### config.mk
export PLATFORM = sky130hd
export DESIGN_NAME = spi_reg_slave
export DESIGN_NICKNAME = d
export VERILOG_FILES = /design/src/rtl/spi_reg_slave.sv
export SDC_FILE = /design/constraint.sdc
export NUM_CORES = 1
export LEC_CHECK = 0
export CAP_MARGIN = 10
export CORE_MARGIN = 2
export CORE_UTILIZATION = 34
export DETAILED_ROUTE_END_ITERATION = 10
export SLEW_MARGIN = 40
export SYNTH_ARGS = -nofsm -noshare
export SYNTH_HDL_FRONTEND = slang
export SYNTH_SLANG_ARGS = --single-unit
### constraint.sdc
create_clock -name clk -period 3.2 [get_ports clk]
set_clock_uncertainty 0.1 [all_clocks]
set_input_delay 0.64 -clock clk [delete_from_list [all_inputs] [get_ports clk]]
set_output_delay 0.64 -clock clk [all_outputs]
set_load 0.03 [all_outputs]
### src/rtl/spi_reg_slave.sv
// SPI mode-0 write-only register front end for the PWM peripheral.
// Synchronises raw SPI pins into clk, decodes 16-bit write frames, holds five control registers.
module spi_reg_slave #(
    parameter int SYNC_STAGES = 2,
    parameter int MAX_ADDR    = 4
) (
    input  logic       clk,
    input  logic       rst_n,
    input  logic       spi_sclk,
    input  logic       spi_copi,
    input  logic       spi_cs,
    output logic [7:0] en_reg_out_7_0,
    output logic [7:0] en_reg_out_15_8,
    output logic [7:0] en_reg_pwm_7_0,
    output logic [7:0] en_reg_pwm_15_8,
    output logic [7:0] pwm_duty_cycle,
    output logic       wr_strobe,
    output logic       frame_err
);

    typedef enum logic {IDLE, SHIFT} state_t;

    localparam int         NUM_REGS   = 5;
    localparam logic [4:0] FRAME_BITS = 5'd16;
    localparam logic [4:0] CNT_OVF    = 5'd17;
    localparam logic [6:0] ADDR_LIMIT = 7'(MAX_ADDR);

    logic [SYNC_STAGES-1:0] sclk_sync, copi_sync, cs_sync;
    logic                   sclk_d, copi_d, cs_d;
    logic                   sclk_s, copi_s, cs_s;
    logic                   sclk_rise, cs_fall, cs_rise;

    state_t      state_q, next_state;
    logic [15:0] shift_q;
    logic [4:0]  bit_cnt;
    logic [7:0]  regs [NUM_REGS];
    logic        commit_wr, commit_err;

    // The cs chain resets to the asserted level so a frame already running
    // at reset release never produces a falling edge and is not accepted.
    // NOTE: sequential state uses non-blocking assignments so every flop samples pre-edge values.
    always_ff @(posedge clk or negedge rst_n) begin
        if (!rst_n) begin
            sclk_sync <= '0;
            copi_sync <= '0;
            cs_sync   <= '0;
            sclk_d    <= 1'b0;
            copi_d    <= 1'b0;
            cs_d      <= 1'b0;
        end else begin
            sclk_sync <= {sclk_sync[SYNC_STAGES-2:0], spi_sclk};
            copi_sync <= {copi_sync[SYNC_STAGES-2:0], spi_copi};
            cs_sync   <= {cs_sync[SYNC_STAGES-2:0], spi_cs};
            sclk_d    <= sclk_s;
            copi_d    <= copi_s;
            cs_d      <= cs_s;
        end
    end

    assign sclk_s    = sclk_sync[SYNC_STAGES-1];
    assign copi_s    = copi_sync[SYNC_STAGES-1];
    assign cs_s      = cs_sync[SYNC_STAGES-1];
    assign sclk_rise = sclk_s & ~sclk_d;
    assign cs_fall   = ~cs_s & cs_d;
    assign cs_rise   = cs_s & ~cs_d;

    always_ff @(posedge clk or negedge rst_n) begin
        if (!rst_n) state_q <= IDLE;
        else        state_q <= next_state;
    end

    // NOTE: every always_comb output gets a default first so no path can infer a latch.
    always_comb begin
        next_state = state_q;
        commit_wr  = 1'b0;
        commit_err = 1'b0;
        case (state_q)
            IDLE: if (cs_fall) next_state = SHIFT;
            SHIFT: begin
                if (cs_rise) begin
                    next_state = IDLE;
                    if (bit_cnt == FRAME_BITS)
                        commit_wr = shift_q[15] && (shift_q[14:8] <= ADDR_LIMIT);
                    else
                        commit_err = 1'b1;
                end
            end
            default: next_state = IDLE;
        endcase
    end

    // NOTE: the register file is a handful of control flops, not RAM, so it is reset like any other state.
    always_ff @(posedge clk or negedge rst_n) begin
        if (!rst_n) begin
            shift_q   <= '0;
            bit_cnt   <= '0;
            wr_strobe <= 1'b0;
            frame_err <= 1'b0;
            for (int i = 0; i < NUM_REGS; i++) regs[i] <= '0;
        end else begin
            wr_strobe <= commit_wr;
            frame_err <= commit_err;
            if (state_q == IDLE && cs_fall) begin
                shift_q <= '0;
                bit_cnt <= '0;
            end else if (state_q == SHIFT && !cs_rise && sclk_rise) begin
                shift_q <= {shift_q[14:0], copi_d};
                if (bit_cnt != CNT_OVF) bit_cnt <= bit_cnt + 5'd1;
            end
            if (commit_wr) begin
                for (int i = 0; i < NUM_REGS; i++)
                    if (shift_q[14:8] == 7'(i)) regs[i] <= shift_q[7:0];
            end
        end
    end

    assign en_reg_out_7_0  = regs[0];
    assign en_reg_out_15_8 = regs[1];
    assign en_reg_pwm_7_0  = regs[2];
    assign en_reg_pwm_15_8 = regs[3];
    assign pwm_duty_cycle  = regs[4];

endmodule

# == Yosys cells after proc, flatten, opt, wreduce, memory -nomap -nowiden ==
# Cells that the tools add are included.
# word_totals
reg_bits,73
output_inout_bits,42
elab_cells,59
inputBits,5
# op_classes
n_lt_le_gt_ge,1
n_mux,14
n_reduce_logical,14
n_eq_ne,6
bitwise,7
addsub,1
# op_table
operator,n
two-way mux 16 bit,2
two-way mux 5 bit,3
equality test 7 x 2 -> 1 bit (second input constant),2
AND reduction 2 bit,6
two-way mux 1 bit,8
equality test 7 x 1 -> 1 bit (second input constant),1
equality test 7 x 3 -> 1 bit (second input constant),1
<= comparator 7 x 3 -> 1 bit (second input constant),1
logical NOT 7 bit,1
adder 5 x 1 -> 5 bit (second input constant),1
equality test 5 bit (second input constant),1
inequality test 5 bit (second input constant),1
logical AND 1 bit,4
inverter 1 bit,4
nonzero test 2 bit,2
AND 1 bit,3
case mux 1 bit (2 select lines),1
logical NOT 1 bit,1

# == Logic depth before layout (Yosys ltp) ==
# Gate-level depths: netlist of run 1.
# depth
depth_word,7
ltp_mapped,7
mapped_depth_nobuf,6

# == Worst setup path after synthesis of run 1 ==
# No wires, ideal clock.
# synth_path
path_kind,register -> register
startpoint,register bit_cnt[0]
endpoint,"register regs, in the netlist en_reg_pwm_7_0[0]"
required_time_ps,2975
stages_incl_launch_ff,8
t_arrival_ps,1870
setup_ps,125
setup_slack_ps,1106
n_path_buf,1
period_less_slack_ps,2094
cell_sequence,dfrtp_1 > inv_1 > ha_1 > and4bb_1 > buf_2 > nand4_4 > nor4b_4 > mux2_2
# synth_via
elab_chain_cells,5
# synth_lines
item,line,source
"start, declared",35,logic [4:0] bit_cnt;
"start signal, assigned",108,if (bit_cnt != CNT_OVF) bit_cnt <= bit_cnt + 5'd1;
equality test 5 bit,82,if (bit_cnt == FRAME_BITS)
two-way mux 1 bit,82,
two-way mux 1 bit,80,if (cs_rise) begin
two-way mux 1 bit,77,case (state_q)
AND reduction 2 bit (no line),--,
"end signal, assigned by index",112,if (shift_q[14:8] == 7'(i)) regs[i] <= shift_q[7:0];
"end, declared",36,logic [7:0] regs [NUM_REGS];
# Every way passes these cells.
# A chain may end at the register's enable or synchronous reset.

# == Worst setup path after layout of run 1 ==
# layout_path
startpoint,register bit_cnt[0]
endpoint,"register regs, in the netlist en_reg_pwm_7_0[2]"
# The elaborated chain is that of the path after synthesis.

==> results of run 1 <==
## critical path: cells and delay by family, from the launching register on
kind	cells	cell delay, ns
fa+ha+maj	1	0.16
buf+inv	1	0.11
flops	1	0.42
mux	1	0.40
simple gates	3	1.07
## registers in the layout, summed over array words and instances (netlist names)
name and count:
cs_sync 2, copi_sync 2, state_q 1, en_reg_pwm_7_0 8
pwm_duty_cycle 8, copi_d 1, shift_q 16, cs_d 1
frame_err 1, bit_cnt 5, sclk_sync 2, wr_strobe 1
en_reg_out_15_8 8, sclk_d 1, en_reg_pwm_15_8 8, en_reg_out_7_0 8
## synth_stat cells (2+ instances only)
cell type,count,area share
nand2_1,4,0.0052
a22o_1,6,0.018
nand4_1,3,0.0065
ha_1,3,0.013
nand3_1,2,0.0035
o21ai_0,3,0.0052
nor2_1,11,0.014
clkbuf_1,4,0.0052
mux2i_1,11,0.038
nor4b_1,3,0.0091
dfrtp_1,73,0.63
nand3b_1,2,0.0052
mux2_2,40,0.16
a21oi_1,3,0.0052
or3_1,2,0.0043
nor2b_1,3,0.0065
inv_1,4,0.0052
buf_2,3,0.0052
## final cells by class
cell class	instances	area share
well taps	105	0.0358
flip-flops and latches	73	0.498
clock inverters	4	0.0140
clock buffers	12	0.0423
inverters	4	0.00409
multi-input cells	113	0.278
repair buffers	47	0.128
## final timing paths
check / start / to / cells after the start
setup / recovery: bit_cnt[0] / en_reg_pwm_7_0[2] / 6
hold / removal: rst_n / cs_sync[0] / 1
setup reg to reg: bit_cnt[0] / en_reg_pwm_7_0[2] / 6
hold reg to reg: copi_sync[0] / copi_sync[1] / 0
max in group asynchronous: rst_n / bit_cnt[4] / 1
min in group clk: copi_sync[0] / copi_sync[1] / 0
## routing by layer
| layer | track usage | routed length, µm |
|---|---|---|
| met5 | 0 | 0 |
| met4 | 0.0810 | 88 |
| met3 | 0.0431 | 327 |
| met2 | 0.189 | 2470 |
| met1 | 0.187 | 2860 |
## power groups by stage
stage                     Combinational, W  Clock, W  Sequential [W]
after floorplan                  0.0000848         0         0.00101
after global placement            0.000124         0         0.00102
after detailed placement          0.000132         0         0.00102
after CTS                         0.000133  0.000761        0.000999
after global routing              0.000150  0.000799         0.00101
final                             0.000130  0.000740         0.00100
## metrics by stage
| step | total power (W) | instances | setup WS [ns] | hold WS (ns) | cell area, µm² |
|---|---|---|---|---|---|
| 2_1_floorplan | 0.00109 | 197 | 1.11 | 0.231 | 2890 |
| 3_3_place_gp | 0.00114 | 342 | 0.916 | 0.234 | 3450 |
| 3_5_place_dp | 0.00115 | 342 | 0.820 | 0.236 | 3460 |
| 4_1_cts | 0.00189 | 358 | 0.813 | 0.229 | 3670 |
| 5_1_grt | 0.00196 | 358 | 0.648 | 0.240 | 3670 |
| 6_report | 0.00187 | 358 | 0.841 | 0.206 | 3670 |
## cells by family after synthesis
kind of cell	Yosys count	share of synthesized area
buf+inv	11	0.0156
fa+ha+maj	3	0.0130
mux	51	0.194
flops	73	0.633
simple gates	42	0.101
compound gates	17	0.0433
==> results by group, run 1 <==
Status
  • Status: completed

Detailed routing
  • Drt total wl: 5750 µm
  • Detailed-route via count: 1747
  • DRT antenna net count: 0
  • Per-cell routed wire length: 16.1 µm
  • Iter 0 DRT Violations: 38
  • DRC Markers: 0
  • 1st-pass router iterations: 4
  • Vias/cell: 4.88

Placed design
  • Routability cong.: 0.766
  • Port Buffers: 46
  • Dpl hpwl: 3570 µm

CTS
  • Worst-path clk slew: 0.07 ns
  • Setup bufs post-CTS: 0
  • Root Buffer: clkbuf_8
  • # resized after CTS: 0
  • Worst-skew pair later-pin latency: 0.34 ns
  • # hold bufs at CTS: 0
  • CTS Sinks: 73
  • CTS tree: done
  • # H-tree levels: 3
  • Clock buffer depth: 2
  • Num CTS Buffers: 9

Min path
  • Hold Crit Class: in -> async

STA
  • Fin. Hold Viols: 0
  • Final Critical Period: 2.36 ns
  • # setup viols final: 0
  • Final cycle utilization of the critical path: 0.737
  • Unrepaired setup endpoints after global routing: no
  • Slew Viols, Final: 0
  • Slew Limit Headroom: 0.534
  • Setup TNS: 0 ns
  • Tightest Pin Transition: 0.697 ns
  • F_max: 424 MHz

Final layout
  • Fin nets: 256
  • Area grow syn2layout: 27.2%
  • Share of cells above drive strength 1: 0.249
  • Most frequent cells in the layout: dfrtp_1, clkdlybuf4s50_1, mux2_2
  • Filler instances: 761
  • Utilization after layout: 0.447
  • Most common cell after layout, fill and taps aside: dfrtp_1
  • Reg area: 1830 µm²
  • Multi-input logic area: 1020 µm²
  • Number of diodes: 0

Power
  • Worst VDD drop: 0.224 mV
  • Power per Cell Area: 510 nW/µm²
  • Sw Ratio: 0.245
  • Net Switching: 0.000458 W
  • Leak: 1.72 nW
  • Clock share of power: 0.396
  • Logic pwr share: 0.070
  • Share of power burned in registers: 0.535
  • Cell-internal power: 0.00141 W

Logic synthesis
  • Ys flop type: dfrtp_1
  • Post-Syn Nets: 205
  • Syn Area/Cell: 14.7 µm²
  • Number of synthesized register bits: 73
  • Async set-or-reset flop fraction in the synthesized netlist: 1.00
  • Post-synth EDFFs: 0
  • Number of distinct library cells after synthesis: 35
  • Mapped Cells: 197
  • Sequential share of the synthesized area: 0.633
  • Synth warn: 0
  • Post-synthesis cell area: 2890 µm²

Floorplan
  • Starting Density: 0.351
  • Die Y: 96.1 µm
  • Die area: 9240 µm²
  • Rows: 33
  • Die X: 96.1 µm
  • Num ports: 47
  • Core area: 8220 µm²

Worst setup path
  • Data required, critical path: 3.33 ns
  • Startpoint types: flip-flop
  • WS Path Type: reg -> reg
  • CP Capture Type: flip-flop
  • Max incr delay on CP: 0.56 ns
  • Data arrival time of the worst path: 2.49 ns
  • Worst path slowest cell: nor4b_4
  • CP cell instances: inv_1 > ha_1 > and4bb_1 > nand4_4 > nor4b_4 > mux2_2
  • Crit-path max FO: 8
  • Reg-to-reg setup timing slack: 0.84 ns

Global routing
  • Vias in the first global route: 1762
  • Largest net degree at the start of global routing: 74
  • Initial antenna violation count: 0
  • Total track usage: 0.137
  • Total grt overflow: 0
  • Global-route wire length before repair: 9250 µm

Run
  • Max_cap viols: 0
(Power assumes the default switching activity.)
==> run 2: changes to the inputs <==
==> constraint.sdc (replaced) <==
create_clock -name clk -period 2.24 [get_ports clk]
set_clock_uncertainty 0.1 [all_clocks]
set_input_delay 0.448 -clock clk [delete_from_list [all_inputs] [get_ports clk]]
set_output_delay 0.448 -clock clk [all_outputs]
set_load 0.03 [all_outputs]
==> results by group, run 2 (synthesis gave the netlist of run 1 again) <==
Status
  • Status: completed

Run
  • Max_cap viols: 0

Final layout
  • Fin nets: 271
  • Most frequent cells in the layout: dfrtp_1, clkdlybuf4s50_1, mux2_2, buf_4
  • Design area: 3760 µm²
  • Share of cells above drive strength 1: 0.295
  • Area grow syn2layout: 30.4%
  • Number of diodes: 0
  • Most flops, register: shift_q
  • Max reg flops: 16
  • Filler instances: 754
  • Most common cell after layout, fill and taps aside: dfrtp_1

CTS
  • Root Buffer: clkbuf_8
  • Worst-path clk slew: 0.09 ns
  • Clock buffer depth: 2
  • Worst-skew pair later-pin latency: 0.35 ns
  • CTS Sinks: 73
  • # H-tree levels: 3
  • Num CTS Buffers: 9
  • CTS tree: done

STA
  • Unrepaired setup endpoints after global routing: no
  • Setup TNS: 0 ns
  • Tightest Pin Transition: 0.394 ns
  • Slew Limit Headroom: 0.737
  • Final cycle utilization of the critical path: 0.950
  • # setup viols final: 0
  • Fin. Hold Viols: 0
  • Slew Viols, Final: 0
  • Final Critical Period: 2.13 ns
  • F_max: 470 MHz

Worst setup path
  • Crit-path max FO: 5
  • Max incr delay on CP: 0.42 ns
  • Worst path slowest cell: dfrtp_1
  • CP Capture Type: flip-flop
  • Startpoint types: flip-flop
  • Data required, critical path: 2.38 ns
  • WS Path Type: reg -> reg
  • CP cell instances: inv_1 > ha_1 > and4bb_2 > nand4_4 > nor4b_4 > buf_4 > mux2_2
  • Data arrival time of the worst path: 2.27 ns

Global routing
  • Total track usage: 0.145
  • Largest net degree at the start of global routing: 47
  • Total grt overflow: 0
  • Vias in the first global route: 1831
  • Global-route wire length before repair: 9770 µm
  • Initial antenna violation count: 0

Power
  • Power per Cell Area: 685 nW/µm²
  • Leak: 1.77 nW
  • Cell-internal power: 0.00187 W
  • Net Switching: 0.000711 W
  • Sw Ratio: 0.276
  • Share of power burned in registers: 0.554
  • Worst VDD drop: 0.374 mV
  • Logic pwr share: 0.074
  • Clock share of power: 0.372

Detailed routing
  • DRC Markers: 0
  • 1st-pass router iterations: 4
  • Detailed-route via count: 1808
  • Drt total wl: 5960 µm
  • Vias/cell: 4.85
  • Per-cell routed wire length: 16.0 µm
  • Iter 0 DRT Violations: 79
  • DRT antenna net count: 0

Floorplan
  • Starting Density: 0.351
  • Die area: 9240 µm²
  • Num ports: 47
  • Die Y: 96.1 µm
  • Rows: 33
  • Core area: 8220 µm²
  • Die X: 96.1 µm

Placed design
  • Dpl hpwl: 3960 µm
  • Area after DPL: 3560 µm²
  • Port Buffers: 46
  • Routability cong.: 0.800

Min path
  • Hold Crit Class: reg -> reg
## run 2: cell types whose count changed in the layout (fill, tap and decap cells not counted), sizes merged
cell / previous run / this run
bufinv: 1 / 0
clkinvlp: 1 / 3
inv: 4 / 8
buf: 2 / 16
dlygate4sd3: 0 / 1
clkinv: 2 / 0
clkbuf: 12 / 9
## run 2: final timing paths
path	from	end	slack, ns	depth (start not counted)
max	bit_cnt[0]	en_reg_pwm_7_0[6]	0.11	7
min	copi_sync[0]	copi_sync[1]	0.25	0
max reg2reg	bit_cnt[0]	en_reg_pwm_7_0[6]	0.11	7
min reg2reg	copi_sync[0]	copi_sync[1]	0.25	0
max in group asynchronous	rst_n	en_reg_pwm_15_8[1]	1.00	3
min in group asynchronous	rst_n	pwm_duty_cycle[0]	0.47	2
## run 2: layout make-up
cell class | instances | area [µm²] | share of cell area
sequential | 73 | 1830 | 0.485
clock inverter | 7 | 60.1 | 0.0160
inverter | 4 | 15.0 | 0.00399
tap | 105 | 131 | 0.0349
clock buffer | 9 | 124 | 0.0329
timing repair buffer | 62 | 593 | 0.158
multi-input combinational | 113 | 1010 | 0.270
## run 2: metrics by stage
step	util	setup slack (ns)	hold slack, ns	cells	total power (W)
finish	0.458	0.111	0.252	373	0.00258
global route	0.458	0.00446	0.264	373	0.00273
CTS	0.457	0.0532	0.257	372	0.00262
detailed placement	0.434	0.0456	0.238	355	0.00165
global placement	0.434	0.147	0.233	355	0.00164
floorplan	-	0.146	0.0524	197	0.00156
## run 2: power by group through the flow
stage	Clock, W	Sequential [W]	Combinational, W
after floorplan	0	0.00144	0.000121
after global placement	0	0.00145	0.000185
after detailed placement	0	0.00145	0.000194
after CTS	0.000999	0.00143	0.000196
after global routing	0.00106	0.00144	0.000225
final	0.000959	0.00143	0.000191
## run 2: critical path, delay by kind of cell, from the launching register on
kind,cells,cell delay [ns]
muxes,1,0.34
adders and majority gates,1,0.15
and+or+nand+nor,3,0.72
buffers and inverters,2,0.30
DFF,1,0.42
## run 2: routing by layer
metal,wire [µm],vias to the layer above,GRT usage
li1,-,842,-
met1,2890,903,0.205
met2,2620,57,0.200
met3,367,6,0.0564
met4,87,0,0.0571
met5,0,-,0
## run 2: repair_timing
action                                  4_1_cts  5_1_grt
setup buffers                                 0        1
resized for setup                             0        1
endpoints found under the setup margin        0        8
endpoints found under the hold margin        27        0
hold buffers                                  1        0
==> run 3: changes to the inputs <==
--- a/config.mk
+++ b/config.mk
@@ -7,8 +7,9 @@
 export LEC_CHECK = 0
 export CAP_MARGIN = 10
 export CORE_MARGIN = 2
-export CORE_UTILIZATION = 34
+export CORE_UTILIZATION = 48
 export DETAILED_ROUTE_END_ITERATION = 10
+export PLACE_DENSITY = 0.73
 export SLEW_MARGIN = 40
 export SYNTH_ARGS = -nofsm -noshare
 export SYNTH_HDL_FRONTEND = slang
==> results by group, run 3 (synthesis gave the netlist of run 1 again) <==
Final layout
  • Filler instances: 446
  • Max reg flops: 16
  • Reg area: 1830 µm²
  • Most common cell after layout, fill and taps aside: dfrtp_1
  • Area grow syn2layout: 27.8%
  • Multi-input logic area: 1010 µm²
  • Most frequent cells in the layout: dfrtp_1, clkdlybuf4s50_1, mux2_2, nor2_1, mux2i_1
  • Share of cells above drive strength 1: 0.279
  • Fin nets: 265
  • Most flops, register: shift_q
  • Design area: 3690 µm²
  • Number of diodes: 0

Detailed routing
  • DRC Markers: 0
  • DRT antenna net count: 0
  • 1st-pass router iterations: 4
  • Detailed-route via count: 1814
  • Vias/cell: 5.38
  • Iter 0 DRT Violations: 58
  • Drt total wl: 5570 µm
  • Per-cell routed wire length: 16.5 µm

Status
  • Status: completed

Run
  • Max_cap viols: 0

Floorplan
  • Num ports: 47
  • Rows: 28
  • Die area: 6650 µm²
  • Core area: 5850 µm²
  • Starting Density: 0.493
  • Die Y: 81.5 µm
  • Die X: 81.5 µm

Worst setup path
  • Worst path slowest cell: dfrtp_1
  • CP cell instances: inv_1 > ha_1 > and4bb_1 > nand4_4 > nor4b_4 > buf_4 > mux2_2
  • Reg-to-reg setup timing slack: 0.15 ns
  • CP Capture Type: flip-flop
  • Data required, critical path: 2.36 ns
  • Worst R2R Start: bit_cnt[0]
  • Data arrival time of the worst path: 2.22 ns
  • Crit-path max FO: 8
  • WS Path Type: reg -> reg
  • Max incr delay on CP: 0.42 ns
  • FF-to-FF path depth: 7
  • Reg-to-reg endpoint: en_reg_pwm_7_0[0]
  • Startpoint types: flip-flop

STA
  • # setup viols final: 0
  • Setup TNS: 0 ns
  • Fin. Hold Viols: 0
  • Slew Limit Headroom: 0.731
  • Tightest Pin Transition: 0.404 ns
  • Final cycle utilization of the critical path: 0.935
  • Slew Viols, Final: 0
  • F_max: 477 MHz
  • Final Critical Period: 2.09 ns
  • Unrepaired setup endpoints after global routing: no

Global routing
  • Total grt overflow: 0
  • Global-route wire length before repair: 9250 µm
  • Initial antenna violation count: 0
  • Largest net degree at the start of global routing: 74
  • Total track usage: 0.189
  • Vias in the first global route: 1825

Min path
  • Hold Crit Class: in -> async

Power
  • Worst VDD drop: 0.446 mV
  • Leak: 1.75 nW
  • Total power: 0.00261 W
  • Power per Cell Area: 709 nW/µm²

Placed design
  • Routability cong.: 0.728
  • Port Buffers: 46
  • Area after DPL: 3490 µm²
  • Dpl hpwl: 3590 µm

CTS
  • # resized after CTS: 0
  • # H-tree levels: 3
  • CTS tree: done
  • Worst-skew pair later-pin latency: 0.34 ns
  • # hold bufs at CTS: 0
  • Num CTS Buffers: 9
  • Setup bufs post-CTS: 0
  • Root Buffer: clkbuf_8
  • CTS Sinks: 73
  • Worst-path clk slew: 0.07 ns
  • Clock buffer depth: 2
-- run 3: cell types whose count changed in the layout (fill, tap and decap cells not counted), sizes merged --
cell / previous run / this run
clkinv: 0 / 3
inv: 8 / 4
dlygate4sd3: 1 / 0
bufinv: 0 / 1
buf: 16 / 11
-- run 3: critical path, delay by kind of cell (launching register included) --
family / cells / cell delay (ns)
buf+inv: 2 / 0.31
simple gates: 3 / 0.66
flops: 1 / 0.42
fa+ha+maj: 1 / 0.14
mux: 1 / 0.35
-- run 3: area by class of cell --
cell class / instances / share of cell area
Clock inverter: 7 / 0.0193
Timing Repair Buffer: 56 / 0.147
Inverter: 4 / 0.00407
Clock buffer: 9 / 0.0336
Tap cell: 75 / 0.0254
Sequential cell: 73 / 0.495
Multi-Input combinational cell: 113 / 0.275
-- run 3: how the worst max path moves through the flow --
stage,cells after the start,end,slack (ns),from
2_1_floorplan,7,en_reg_pwm_7_0[0],0.15,bit_cnt[0]
3_3_place_gp,7,en_reg_pwm_7_0[7],0.23,bit_cnt[0]
3_5_place_dp,7,en_reg_pwm_7_0[0],0.16,bit_cnt[0]
5_1_grt,7,en_reg_pwm_7_0[6],0.01,bit_cnt[0]
6_report,7,en_reg_pwm_7_0[0],0.15,bit_cnt[0]
4_1_cts,7,en_reg_pwm_7_0[0],0.13,bit_cnt[0]
-- run 3: stage by stage --
stage | hold slack [ns] | setup WS [ns] | utilization | instances
floorplan | 0.0524 | 0.146 | - | 197
global placement | 0.233 | 0.230 | 0.597 | 321
detailed placement | 0.238 | 0.158 | 0.597 | 321
CTS | 0.0323 | 0.133 | 0.630 | 337
global route | 0.0446 | 0.0139 | 0.630 | 337
finish | 0.0189 | 0.145 | 0.630 | 337
-- run 3: layer usage --
layer / part of all wire / track usage / vias up / routed length, µm
met3: 0.034 / 0.0385 / 8 / 191
li1: - / - / 836 / -
met5: 0 / 0 / - / 0
met1: 0.47 / 0.256 / 931 / 2630
met2: 0.48 / 0.289 / 39 / 2650
met4: 0.019 / 0.102 / 0 / 106
-- run 3: where the power goes --
part           internal [W]  switching (W)
Clock              0.000511       0.000487
Combinational     0.0000775       0.000110
Sequential          0.00137      0.0000606
Total               0.00196       0.000658
